## src/rtl/br_recovery_ctrl_pkg.sv

```systemverilog
// Shared types and helpers for branch misprediction recovery.
package br_recovery_ctrl_pkg;

    localparam int unsigned ADDR_WIDTH_DEF = 32;
    localparam int unsigned ROB_DEPTH_DEF  = 32;

    typedef enum logic [1:0] {
        IDLE,
        FLUSH,
        WAIT_ROB,
        REDIRECT
    } RecovState_t;

    // Distance of a ROB id from the head.
    // The subtraction wraps naturally in ROB bits, and the smaller result is older.
    // Callers pass zero-extended ids and truncate the result to the ROB width.
    function automatic logic [31:0] rob_age(input logic [31:0] id,
                                            input logic [31:0] head,
                                            input int unsigned depth);
        return (id - head) & (depth - 32'd1);
    endfunction

endpackage

```

## src/rtl/br_recovery_ctrl_if.sv

```systemverilog
// Bus between the branch lanes, ROB, fetch and the recovery controller.
interface br_recovery_ctrl_if #(
    parameter int unsigned ADDR      = 32,
    parameter int unsigned ROB_DEPTH = 32,
    parameter int unsigned NUM_BR    = 2
);
    localparam int unsigned ROB = $clog2(ROB_DEPTH);

    logic [NUM_BR-1:0]      br_valid;
    logic [NUM_BR-1:0]      br_miss_;
    logic [NUM_BR*ROB-1:0]  br_rob_id;
    logic [NUM_BR*ADDR-1:0] br_target;
    logic [ROB-1:0]         rob_head;
    logic                   rob_flush_done;
    logic                   fetch_ready;
    logic                   flush;
    logic [ROB-1:0]         flush_rob_id;
    logic                   redirect_valid;
    logic [ADDR-1:0]        redirect_addr;
    logic                   recovering;

    modport master (
        output br_valid, br_miss_, br_rob_id, br_target, rob_head,
               rob_flush_done, fetch_ready,
        input  flush, flush_rob_id, redirect_valid, redirect_addr, recovering
    );

    modport slave (
        input  br_valid, br_miss_, br_rob_id, br_target, rob_head,
               rob_flush_done, fetch_ready,
        output flush, flush_rob_id, redirect_valid, redirect_addr, recovering
    );

endinterface

```

## src/rtl/br_recovery_ctrl_oldest_sel.sv

```systemverilog
// Combinational N-way oldest-miss selector. On equal age the lowest lane wins.
module br_oldest_sel
    import br_recovery_ctrl_pkg::*;
#(
    parameter int unsigned NUM_BR    = 2,
    parameter int unsigned ROB_DEPTH = ROB_DEPTH_DEF,
    parameter int unsigned ADDR      = ADDR_WIDTH_DEF,
    localparam int unsigned ROB      = $clog2(ROB_DEPTH)
) (
    input  logic [NUM_BR-1:0]      miss,
    input  logic [NUM_BR*ROB-1:0]  rob_id,
    input  logic [NUM_BR*ADDR-1:0] target,
    input  logic [ROB-1:0]         rob_head,
    output logic                   sel_valid,
    output logic [ROB-1:0]         sel_rob_id,
    output logic [ADDR-1:0]        sel_target,
    output logic [ROB-1:0]         sel_age
);

    logic [ROB-1:0] lane_age;

    // Scan lanes in index order; a strict compare keeps the lowest index on ties.
    always_comb begin
        sel_valid  = 1'b0;
        sel_rob_id = '0;
        sel_target = '0;
        sel_age    = '0;
        lane_age   = '0;
        for (int unsigned i = 0; i < NUM_BR; i++) begin
            lane_age = ROB'(rob_age(32'(rob_id[i*ROB +: ROB]), 32'(rob_head), ROB_DEPTH));
            if (miss[i] && (!sel_valid || lane_age < sel_age)) begin
                sel_valid  = 1'b1;
                sel_rob_id = rob_id[i*ROB +: ROB];
                sel_target = target[i*ADDR +: ADDR];
                sel_age    = lane_age;
            end
        end
    end

endmodule

```

## src/rtl/br_recovery_ctrl.sv

```systemverilog
// Picks the oldest branch misprediction and sequences the recovery:
// ROB flush, wait for the flush to complete, then redirect fetch.
module br_recovery_ctrl
    import br_recovery_ctrl_pkg::*;
#(
    parameter int unsigned ADDR      = ADDR_WIDTH_DEF,
    parameter int unsigned ROB_DEPTH = ROB_DEPTH_DEF,
    parameter int unsigned NUM_BR    = 2,
    localparam int unsigned ROB      = $clog2(ROB_DEPTH)
) (
    input  logic              clk,
    input  logic              reset,
    br_recovery_ctrl_if.slave bus
);

    RecovState_t     state, state_n;
    logic [ROB-1:0]  cap_id, cap_id_n;
    logic [ADDR-1:0] cap_target, cap_target_n;
    logic [ROB-1:0]  cap_age;

    logic [NUM_BR-1:0] lane_miss;
    logic              sel_valid;
    logic [ROB-1:0]    sel_rob_id;
    logic [ROB-1:0]    sel_age;
    logic [ADDR-1:0]   sel_target;

    assign lane_miss = bus.br_valid & ~bus.br_miss_;

    // The age of the capture moves as the ROB head retires instructions.
    assign cap_age = ROB'(rob_age(32'(cap_id), 32'(bus.rob_head), ROB_DEPTH));

    br_oldest_sel #(
        .NUM_BR   (NUM_BR),
        .ROB_DEPTH(ROB_DEPTH),
        .ADDR     (ADDR)
    ) u_sel (
        .miss      (lane_miss),
        .rob_id    (bus.br_rob_id),
        .target    (bus.br_target),
        .rob_head  (bus.rob_head),
        .sel_valid (sel_valid),
        .sel_rob_id(sel_rob_id),
        .sel_target(sel_target),
        .sel_age   (sel_age)
    );

    // State and capture registers.
    always_ff @(posedge clk) begin
        if (reset) begin
            state      <= IDLE;
            cap_id     <= '0;
            cap_target <= '0;
        end else begin
            state      <= state_n;
            cap_id     <= cap_id_n;
            cap_target <= cap_target_n;
        end
    end

    // Next state and capture update. A strictly older miss during FLUSH or
    // WAIT_ROB restarts the flush and takes priority over rob_flush_done.
    always_comb begin
        logic take;
        state_n      = state;
        cap_id_n     = cap_id;
        cap_target_n = cap_target;
        take         = 1'b0;
        unique case (state)
            IDLE: begin
                take = sel_valid;
            end
            FLUSH, WAIT_ROB: begin
                if (sel_valid && sel_age < cap_age) begin
                    take = 1'b1;
                end else if (state == FLUSH) begin
                    state_n = WAIT_ROB;
                end else if (bus.rob_flush_done) begin
                    state_n = REDIRECT;
                end
            end
            REDIRECT: begin
                if (bus.fetch_ready) begin
                    state_n = IDLE;
                end
            end
            default: begin
                state_n = IDLE;
            end
        endcase
        if (take) begin
            state_n      = FLUSH;
            cap_id_n     = sel_rob_id;
            cap_target_n = sel_target;
        end
    end

    assign bus.flush          = (state == FLUSH);
    assign bus.flush_rob_id   = (state == FLUSH) ? cap_id : '0;
    assign bus.redirect_valid = (state == REDIRECT);
    assign bus.redirect_addr  = (state == REDIRECT) ? cap_target : '0;
    assign bus.recovering     = (state != IDLE);

endmodule

```

## src/flat_wrapper.sv

```systemverilog
// flat-port wrapper written by rule: the top's interface ports become plain ports
module br_recovery_ctrl_flat import br_recovery_ctrl_pkg::*;
#(
    parameter int unsigned ADDR      = ADDR_WIDTH_DEF,
    parameter int unsigned ROB_DEPTH = ROB_DEPTH_DEF,
    parameter int unsigned NUM_BR    = 2,
    localparam int unsigned ROB      = $clog2(ROB_DEPTH)
)
  (clk, reset, bus_br_valid, bus_br_miss_, bus_br_rob_id, bus_br_target, bus_rob_head, bus_rob_flush_done, bus_fetch_ready, bus_flush, bus_flush_rob_id, bus_redirect_valid, bus_redirect_addr, bus_recovering);
  br_recovery_ctrl_if #(.ADDR(ADDR), .ROB_DEPTH(ROB_DEPTH), .NUM_BR(NUM_BR)) bus_i ();
  input  logic clk;
  input  logic reset;
  input wire logic [$bits(bus_i.br_valid)-1:0] bus_br_valid;
  input wire logic [$bits(bus_i.br_miss_)-1:0] bus_br_miss_;
  input wire logic [$bits(bus_i.br_rob_id)-1:0] bus_br_rob_id;
  input wire logic [$bits(bus_i.br_target)-1:0] bus_br_target;
  input wire logic [$bits(bus_i.rob_head)-1:0] bus_rob_head;
  input wire logic [$bits(bus_i.rob_flush_done)-1:0] bus_rob_flush_done;
  input wire logic [$bits(bus_i.fetch_ready)-1:0] bus_fetch_ready;
  output wire logic [$bits(bus_i.flush)-1:0] bus_flush;
  output wire logic [$bits(bus_i.flush_rob_id)-1:0] bus_flush_rob_id;
  output wire logic [$bits(bus_i.redirect_valid)-1:0] bus_redirect_valid;
  output wire logic [$bits(bus_i.redirect_addr)-1:0] bus_redirect_addr;
  output wire logic [$bits(bus_i.recovering)-1:0] bus_recovering;
  assign bus_i.br_valid = bus_br_valid;
  assign bus_i.br_miss_ = bus_br_miss_;
  assign bus_i.br_rob_id = bus_br_rob_id;
  assign bus_i.br_target = bus_br_target;
  assign bus_i.rob_head = bus_rob_head;
  assign bus_i.rob_flush_done = bus_rob_flush_done;
  assign bus_i.fetch_ready = bus_fetch_ready;
  assign bus_flush = bus_i.flush;
  assign bus_flush_rob_id = bus_i.flush_rob_id;
  assign bus_redirect_valid = bus_i.redirect_valid;
  assign bus_redirect_addr = bus_i.redirect_addr;
  assign bus_recovering = bus_i.recovering;
  br_recovery_ctrl #(.ADDR(ADDR), .ROB_DEPTH(ROB_DEPTH), .NUM_BR(NUM_BR)) u_core (.clk(clk), .reset(reset), .bus(bus_i));
endmodule
```

## config.mk

```make
export PLATFORM = sky130hd
export DESIGN_NAME = br_recovery_ctrl_flat
export DESIGN_NICKNAME = d
export VERILOG_FILES = /design/src/rtl/br_recovery_ctrl_pkg.sv /design/src/rtl/br_recovery_ctrl_if.sv /design/src/rtl/br_recovery_ctrl_oldest_sel.sv /design/src/rtl/br_recovery_ctrl.sv /design/src/flat_wrapper.sv
export SDC_FILE = /design/constraint.sdc
export NUM_CORES = 1
export LEC_CHECK = 0
export CAP_MARGIN = 5
export CORE_MARGIN = 2
export CORE_UTILIZATION = 50
export DETAILED_ROUTE_END_ITERATION = 8
export DONT_BUFFER_PORTS = 1
export GPL_ROUTABILITY_DRIVEN = 0
export PLACE_DENSITY_LB_ADDON = 0.1
export REMOVE_ABC_BUFFERS = 1
export SLEW_MARGIN = 20
export SYNTH_ARGS = -nofsm -noshare
export SYNTH_HDL_FRONTEND = slang
export SYNTH_SLANG_ARGS = --single-unit
```

## constraint.sdc

```tcl
create_clock -name clk -period 6.6 [get_ports clk]
set_clock_uncertainty 0.2 [all_clocks]
set_input_delay 0.99 -clock clk [delete_from_list [all_inputs] [get_ports clk]]
set_output_delay 0.99 -clock clk [all_outputs]
set_load 0.01 [all_outputs]
```

==> qor.txt, run 1 <==
Top post-synthesis cells by count -> 39 x dfxtp_1, 37 x and2_1, 35 x nor2_1
Root Buffer Master -> clkbuf_8
Final setup viols -> 0
Routed via count -> 2435
Remaining DRCs -> 0
Die area -> 0.00673 mm²
R2r startpoint -> u_core.cap_id[0]
Layout cells sized above 1 -> 21.9%
Initial Util -> 51.4%
DP Worst Slack -> 0.643 ns
Pin count of the biggest net entering global routing -> 43
Die W -> 82.0 µm
Clk buf depth -> 2
DR vias/cell -> 5.97
Peak VDD IR -> 0.000203 V
Most common cell in the netlist -> dfxtp_1
Cells on Worst Hold Path -> 2
CP max-delay cell -> a2111o_2
Cell chain of the critical path -> inv_1, ha_1, inv_1, fa_1, a21o_1, a21oi_1, xnor2_1, nand2_1, ha_1, nand4_1, a21oi_1, o21a_1, nor2_4, buf_4, nand2_1, o21ai_0, ha_1, a21o_1, nand3_1, a41oi_1, a2111o_2, a221oi_1, a211oi_1
Die height -> 82.0 µm
DRT iter0 DRCs -> 80
H-tree depth -> 2
Ys async rst share -> 0%
Cell mode on critical path -> ha_1
Util after Layout -> 54.2%
Data required, critical path -> 6.54 ns
Yosys Warn Count -> 0
First-pass GRT wire length -> 11.0 mm
Ant diodes -> 0
CTS Buf Count -> 5
Core Footprint -> 0.00592 mm²
Post_cts resized -> 0
Pre-Repair DR Iteration Count -> 4
Crit path launch type -> input port
Cell taking the most area after synthesis -> dfxtp_1
Type of the tightest min-delay check -> flop to flop
Drt wl/cell -> 17.7 µm
Hold slack -> 0.283 ns
TritonCTS clock tree -> yes
Ports -> 127
Post-synth cell types -> 42
Hold EP -> u_core.cap_id[0]
Sequential share of the synthesized area -> 25.6%
Wire length on met1 -> 3.10 mm
Global route overflow -> 0
Main synth FF type -> dfxtp_1
Synth top area share -> 25.6%
R2r endpoint -> u_core.cap_id[0]
Std-Cell Rows -> 28
MaxCap Viol Count -> 0
FMAX -> 0.177 GHz
Max Used Layer -> met4
Final setup margin -> 0.940 ns
Critical Path End Type -> flop
WL final -> 7.21 mm
Crit Path Category -> input port to flop
Final period utilization -> 85.8%
Final hold violations -> 0
Yosys reg bits -> 39
Worst-Skew Late Latency -> 0.29 ns
Worst-margin pin slew -> 0.875 ns
Synth Instances -> 342
CTS clock-pin slew for the worst setup and hold paths -> 0.08 ns
Pins Over Slew Limit -> 0
Postcts setup bufs -> 0
Number of global-route vias before repair -> 2308
Slowest cell delay on critical path -> 0.85 ns
EDFF count, synth -> 0
Nets@finish -> 445
PwrDens -> 440 mW/mm²
Flop-to-flop setup slack -> 2.83 ns
Placed instance count -> 399
Synthesized area -> 0.00305 mm²
Worst reg-to-reg path cell count -> 13
Synth top area cells -> dfxtp_1 26%, a221oi_2 9.9%, ha_1 9.4%, and2_1 7.6%, nor3_2 6.9%
Clock sink total -> 39
Worst Path Arrival -> 5.60 ns
GRT Resource Usage Total -> 21.2%
Worst slew margin -> 41.6%
Critical path peak fanout -> 38
RSZ-0062 raised after global routing -> no
P_leak -> 0.00129 µW
DR WL met3 -> 589 µm
Min-delay src -> u_core.cap_id[0]
Final std cells w/o fill -> 408
Antenna violations before repair -> 0
Synthesized area per cell -> 8.90 µm²
Final min period -> 5.66 ns
Met2 WL -> 3.45 mm
# hold bufs at CTS -> 0
Area Growth Syn to Fin -> 5.34%
Antenna viol nets, final -> 0
HPWL after DPL -> 5.32 mm
Count of input and output buffers -> 0
Outcome -> finished clean
[kinds of logic (layout without fill, tap and decap cells)]
kind of cell             count (synthesis)  after routing  synth area share [%]
AO/OA/AOI/OAI                           76             76                  24.0
XOR/XNOR                                12             12                  3.45
adder cells (fa/ha/maj)                 26             26                  11.4
buffers and inverters                   38             29                  6.04
flip-flops                              39             39                  25.6
multiplexers                             1              1                 0.329
AND/OR/NAND/NOR                        150            150                  29.1
[through the flow]
| step | instance area [µm²] | setup TNS (ns) | total power (µW) |
|---|---|---|---|
| 2_1_floorplan | 2920 | -46.76 | 1060 |
| 3_3_place_gp | 3060 | 0 | 1200 |
| 3_5_place_dp | 3060 | 0 | 1210 |
| 4_1_cts | 3180 | 0 | 1430 |
| 5_1_grt | 3210 | 0 | 1550 |
| 6_report | 3210 | 0 | 1410 |
[worst max-delay path, delay by kind of cell]
| kind | cells | cell delay, ns |
|---|---|---|
| AO/OA/AOI/OAI | 10 | 2.53 |
| XOR/XNOR | 1 | 0.14 |
| adder cells (fa/ha/maj) | 4 | 1.08 |
| buffers and inverters | 3 | 0.33 |
| AND/OR/NAND/NOR | 5 | 0.51 |
[placed cells by master, fill, tap and decap left out, drive strengths merged]
cell	netlist	layout
a2111o	1	1
a2111oi	1	1
a211oi	3	3
a21o	7	7
a21oi	10	10
a221oi	37	37
a31oi	1	1
a41oi	1	1
and2	37	37
and2b	2	2
and4	1	1
buf	8	6
bufinv	0	1
clkbuf	15	6
clkinv	0	1
dfxtp	39	39
fa	3	3
ha	23	23
inv	15	15
mux2i	1	1
nand2	15	15
nand2b	2	2
nand3	3	3
nand3b	1	1
nand4	3	3
nor2	46	46
nor2b	1	1
nor3	36	36
nor4	1	1
o2111a	1	1
o211ai	2	2
o21a	2	2
o21ai	10	10
or4	2	2
xnor2	8	8
xor2	4	4
[power by group]
group,internal [µW],switching (µW)
clock,122,85.1
sequential,356,62.2
combinational,325,461
total,803,608
[layer usage]
| layer | vias up | GRT usage, % |
|---|---|---|
| met4 | 0 | 5.00 |
| met5 | - | 0 |
| li1 | 1213 | - |
| met2 | 84 | 35.4 |
| met3 | 6 | 6.37 |
| met1 | 1132 | 26.8 |
[worst max path at each step]
stage | cells past startpoint | slack [ns] | start | end
6_report | 23 | 0.94 | bus_br_rob_id[0] | u_core.cap_id[0]
5_1_grt | 22 | 0.50 | bus_br_rob_id[0] | u_core.cap_id[0]
4_1_cts | 23 | 0.93 | bus_br_rob_id[0] | u_core.cap_id[0]
3_5_place_dp | 23 | 0.64 | bus_br_rob_id[0] | u_core.cap_id[0]
3_3_place_gp | 23 | 0.67 | bus_br_rob_id[0] | u_core.cap_id[0]
2_1_floorplan | 21 | -1.29 | bus_br_rob_id[0] | u_core.cap_target[19]
[sequential cells by signal (all words and copies together), names as in the netlist]
register	cells
u_core.cap_id	5
u_core.cap_target	32
u_core.state	2
[cell type report]
cell class | count | area, µm²
fill | 560 | 2710
multi-input combinational | 265 | 2090
sequential | 39 | 781
tap | 75 | 93.8
clock buffer | 6 | 82.6
timing repair buffer | 6 | 65.1
inverter | 15 | 56.3
clock inverter | 2 | 35.0
No activity file was read; power rests on OpenSTA's default activity.
==> run 2, diff against run 1 <==
--- a/config.mk
+++ b/config.mk
@@ -10,10 +10,11 @@
 export CORE_UTILIZATION = 50
 export DETAILED_ROUTE_END_ITERATION = 8
 export DONT_BUFFER_PORTS = 1
-export GPL_ROUTABILITY_DRIVEN = 0
+export GPL_ROUTABILITY_DRIVEN = 1
 export PLACE_DENSITY_LB_ADDON = 0.1
 export REMOVE_ABC_BUFFERS = 1
 export SLEW_MARGIN = 20
 export SYNTH_ARGS = -nofsm -noshare
 export SYNTH_HDL_FRONTEND = slang
 export SYNTH_SLANG_ARGS = --single-unit
+export TNS_END_PERCENT = 50
==> results of run 2 <==
The final DEF is identical to that of run 1; final timing and power are the same.
==> edit: new RTL, settings of run 2 <==
`NUM_BR` is set to 2 in 4 places; all go to 4.
--- a/src/rtl/br_recovery_ctrl_if.sv
+++ b/src/rtl/br_recovery_ctrl_if.sv
@@ -3,5 +3,5 @@
     parameter int unsigned ADDR      = 32,
     parameter int unsigned ROB_DEPTH = 32,
-    parameter int unsigned NUM_BR    = 2
+    parameter int unsigned NUM_BR    = 4
 );
     localparam int unsigned ROB = $clog2(ROB_DEPTH);
--- a/src/rtl/br_recovery_ctrl_oldest_sel.sv
+++ b/src/rtl/br_recovery_ctrl_oldest_sel.sv
@@ -3,5 +3,5 @@
     import br_recovery_ctrl_pkg::*;
 #(
-    parameter int unsigned NUM_BR    = 2,
+    parameter int unsigned NUM_BR    = 4,
     parameter int unsigned ROB_DEPTH = ROB_DEPTH_DEF,
     parameter int unsigned ADDR      = ADDR_WIDTH_DEF,
--- a/src/rtl/br_recovery_ctrl.sv
+++ b/src/rtl/br_recovery_ctrl.sv
@@ -6,5 +6,5 @@
     parameter int unsigned ADDR      = ADDR_WIDTH_DEF,
     parameter int unsigned ROB_DEPTH = ROB_DEPTH_DEF,
-    parameter int unsigned NUM_BR    = 2,
+    parameter int unsigned NUM_BR    = 4,
     localparam int unsigned ROB      = $clog2(ROB_DEPTH)
 ) (
--- a/src/flat_wrapper.sv
+++ b/src/flat_wrapper.sv
@@ -4,5 +4,5 @@
     parameter int unsigned ADDR      = ADDR_WIDTH_DEF,
     parameter int unsigned ROB_DEPTH = ROB_DEPTH_DEF,
-    parameter int unsigned NUM_BR    = 2,
+    parameter int unsigned NUM_BR    = 4,
     localparam int unsigned ROB      = $clog2(ROB_DEPTH)
 )
Ports: changed (resized bus_br_miss_, bus_br_rob_id, bus_br_target and bus_br_valid); port bits go from 127 to 205. No check against the original RTL was run, so the function may have changed too.
==> edit against run 2 <==
Total power rose by 72%. Synthesized cell count rose by 76%. Core utilization rose by 13 points. Sequential cell count did not move. Worst setup slack got worse by 2100 ps. Synthesized area rose by 49%. The flow now finishes with violations (negative setup slack). Wire length rose by 110%. Final area rose by 85%.
==> edit: results (changes against run 2) <==
\begin{tabular}{lr}
\hline
Metric & Value \\
\hline
\multicolumn{2}{l}{\textbf{Logic synthesis}} \\
\quad Mux contribution to synthesized area & 0 (-0.003287) \\
\quad Sequential element share of the synthesized area & 0.1722 (-0.08418) \\
\quad Area fraction in compound gates after synthesis & 0.3030 (+0.06264) \\
\quad Synth top area cells & dfxtp\_1, ha\_1, a311oi\_2 \\
\quad Area share of fa/ha/maj cells after synthesis & 0.1269 (+0.01272) \\
\quad Synth top cells by count & nand2\_1, nand3\_1, nor2\_1, and2\_1, dfxtp\_1 \\
\multicolumn{2}{l}{\textbf{Worst setup path}} \\
\quad Maximum fanout count along the critical path & 8 (-79\%) \\
\quad Depth of the worst register-to-register path & 19 (+6) \\
\multicolumn{2}{l}{\textbf{Timing}} \\
\quad Slew @ Worst Pin & 786.0 ps (-89.37 ps) \\
\quad Setup slack after layout & -1179 ps (-2119 ps) \\
\quad Final TNS setup & -44,780 ps (-44,780 ps) \\
\quad Final setup fails & 39 (+39) \\
\multicolumn{2}{l}{\textbf{Power and ir drop}} \\
\quad Switching power summed over all nets & 1.054 mW (+73\%) \\
\quad Leak & 2.430 nW (+88\%) \\
\multicolumn{2}{l}{\textbf{Global route}} \\
\quad Global routing usage summed across all routing layers & 0.2914 (+0.07930) \\
\multicolumn{2}{l}{\textbf{Finish}} \\
\quad Filler-free cell count of the finished design & 780 (+91\%) \\
\quad Non-clock buffer share of cell area & 0.1683 (+0.1480) \\
\quad Layout cells sized above 1 & 0.3185 (+0.09923) \\
\quad Final-stage net count & 879 (+98\%) \\
\quad Non-clock inverter total of the final layout & 24 (+9) \\
\quad Fraction of area in registers & 0.1318 (-0.1116) \\
\multicolumn{2}{l}{\textbf{Worst hold path}} \\
\quad Launch instance of the worst min-delay path & u\_core.cap\_target[1] \\
\multicolumn{2}{l}{\textbf{Place}} \\
\quad Final RePlAce weighted congestion & 0.9345 (+4.5\%) \\
\quad Cell Count Post-Placement & 732 (+83\%) \\
\quad Placed Instance Area & 0.005000 mm2 (+63\%) \\
\multicolumn{2}{l}{\textbf{Run status}} \\
\quad Violated checks & negative setup slack \\
\quad Result of the run & finished with violations \\
\hline
\end{tabular}
edit: changes by cell type after synthesis, sizes merged, moves of 5 or more:
cell,run 2,this run
nand3,3,76
o211ai,2,40
nor2,46,51
a311oi,0,37
ha,23,38
nand2,15,90
xnor2,8,16
inv,15,24
nor3,36,2
a221oi,37,2
o31ai,0,5
a21o,7,16
clkbuf,15,35
a21oi,10,21
edit: final timing paths:
check,to,slack (ps)
worst max-delay path,u_core.cap_target[30],-1180
worst min-delay path,u_core.cap_target[1],290
worst max register to register,u_core.cap_target[30],2820
worst min register to register,u_core.cap_target[1],290
edit: repair_timing:
action | CTS | global route
gates cloned | 6 | 1
gates resized for setup | 60 | 36
endpoints found under the setup margin | 39 | 39
pin swaps | 35 | 50
buffers inserted | 25 | 11
edit: power groups by stage:
stage               Combinational [mW]  Clock, mW  Sequential [mW]
floorplan                        0.905          0            0.364
global placement                  1.20          0            0.373
detailed placement                1.23          0            0.376
CTS                               1.77      0.209            0.371
global route                      2.00      0.219            0.381
finish                            1.85      0.208            0.373
edit: worst max-delay path: cells and delay by family:
| family | cells | cell delay, ps |
|---|---|---|
| and+or+nand+nor | 13 | 1670 |
| AOI/OAI and AO/OA | 16 | 2600 |
| adders and majority gates | 6 | 1610 |
| xor gates and xnor gates | 1 | 140 |
| buffers and inverters | 7 | 690 |
edit: metal layers:
| layer | vias to the layer above | wire length (um) | part of all wire | global-route usage |
|---|---|---|---|---|
| li1 | 2333 | - | - | - |
| met5 | - | 0 | 0 | 0 |
| met1 | 2261 | 5927 | 0.39 | 0.3431 |
| met2 | 210 | 7630 | 0.50 | 0.5281 |
| met4 | 0 | 437 | 0.029 | 0.09378 |
| met3 | 36 | 1246 | 0.082 | 0.05903 |
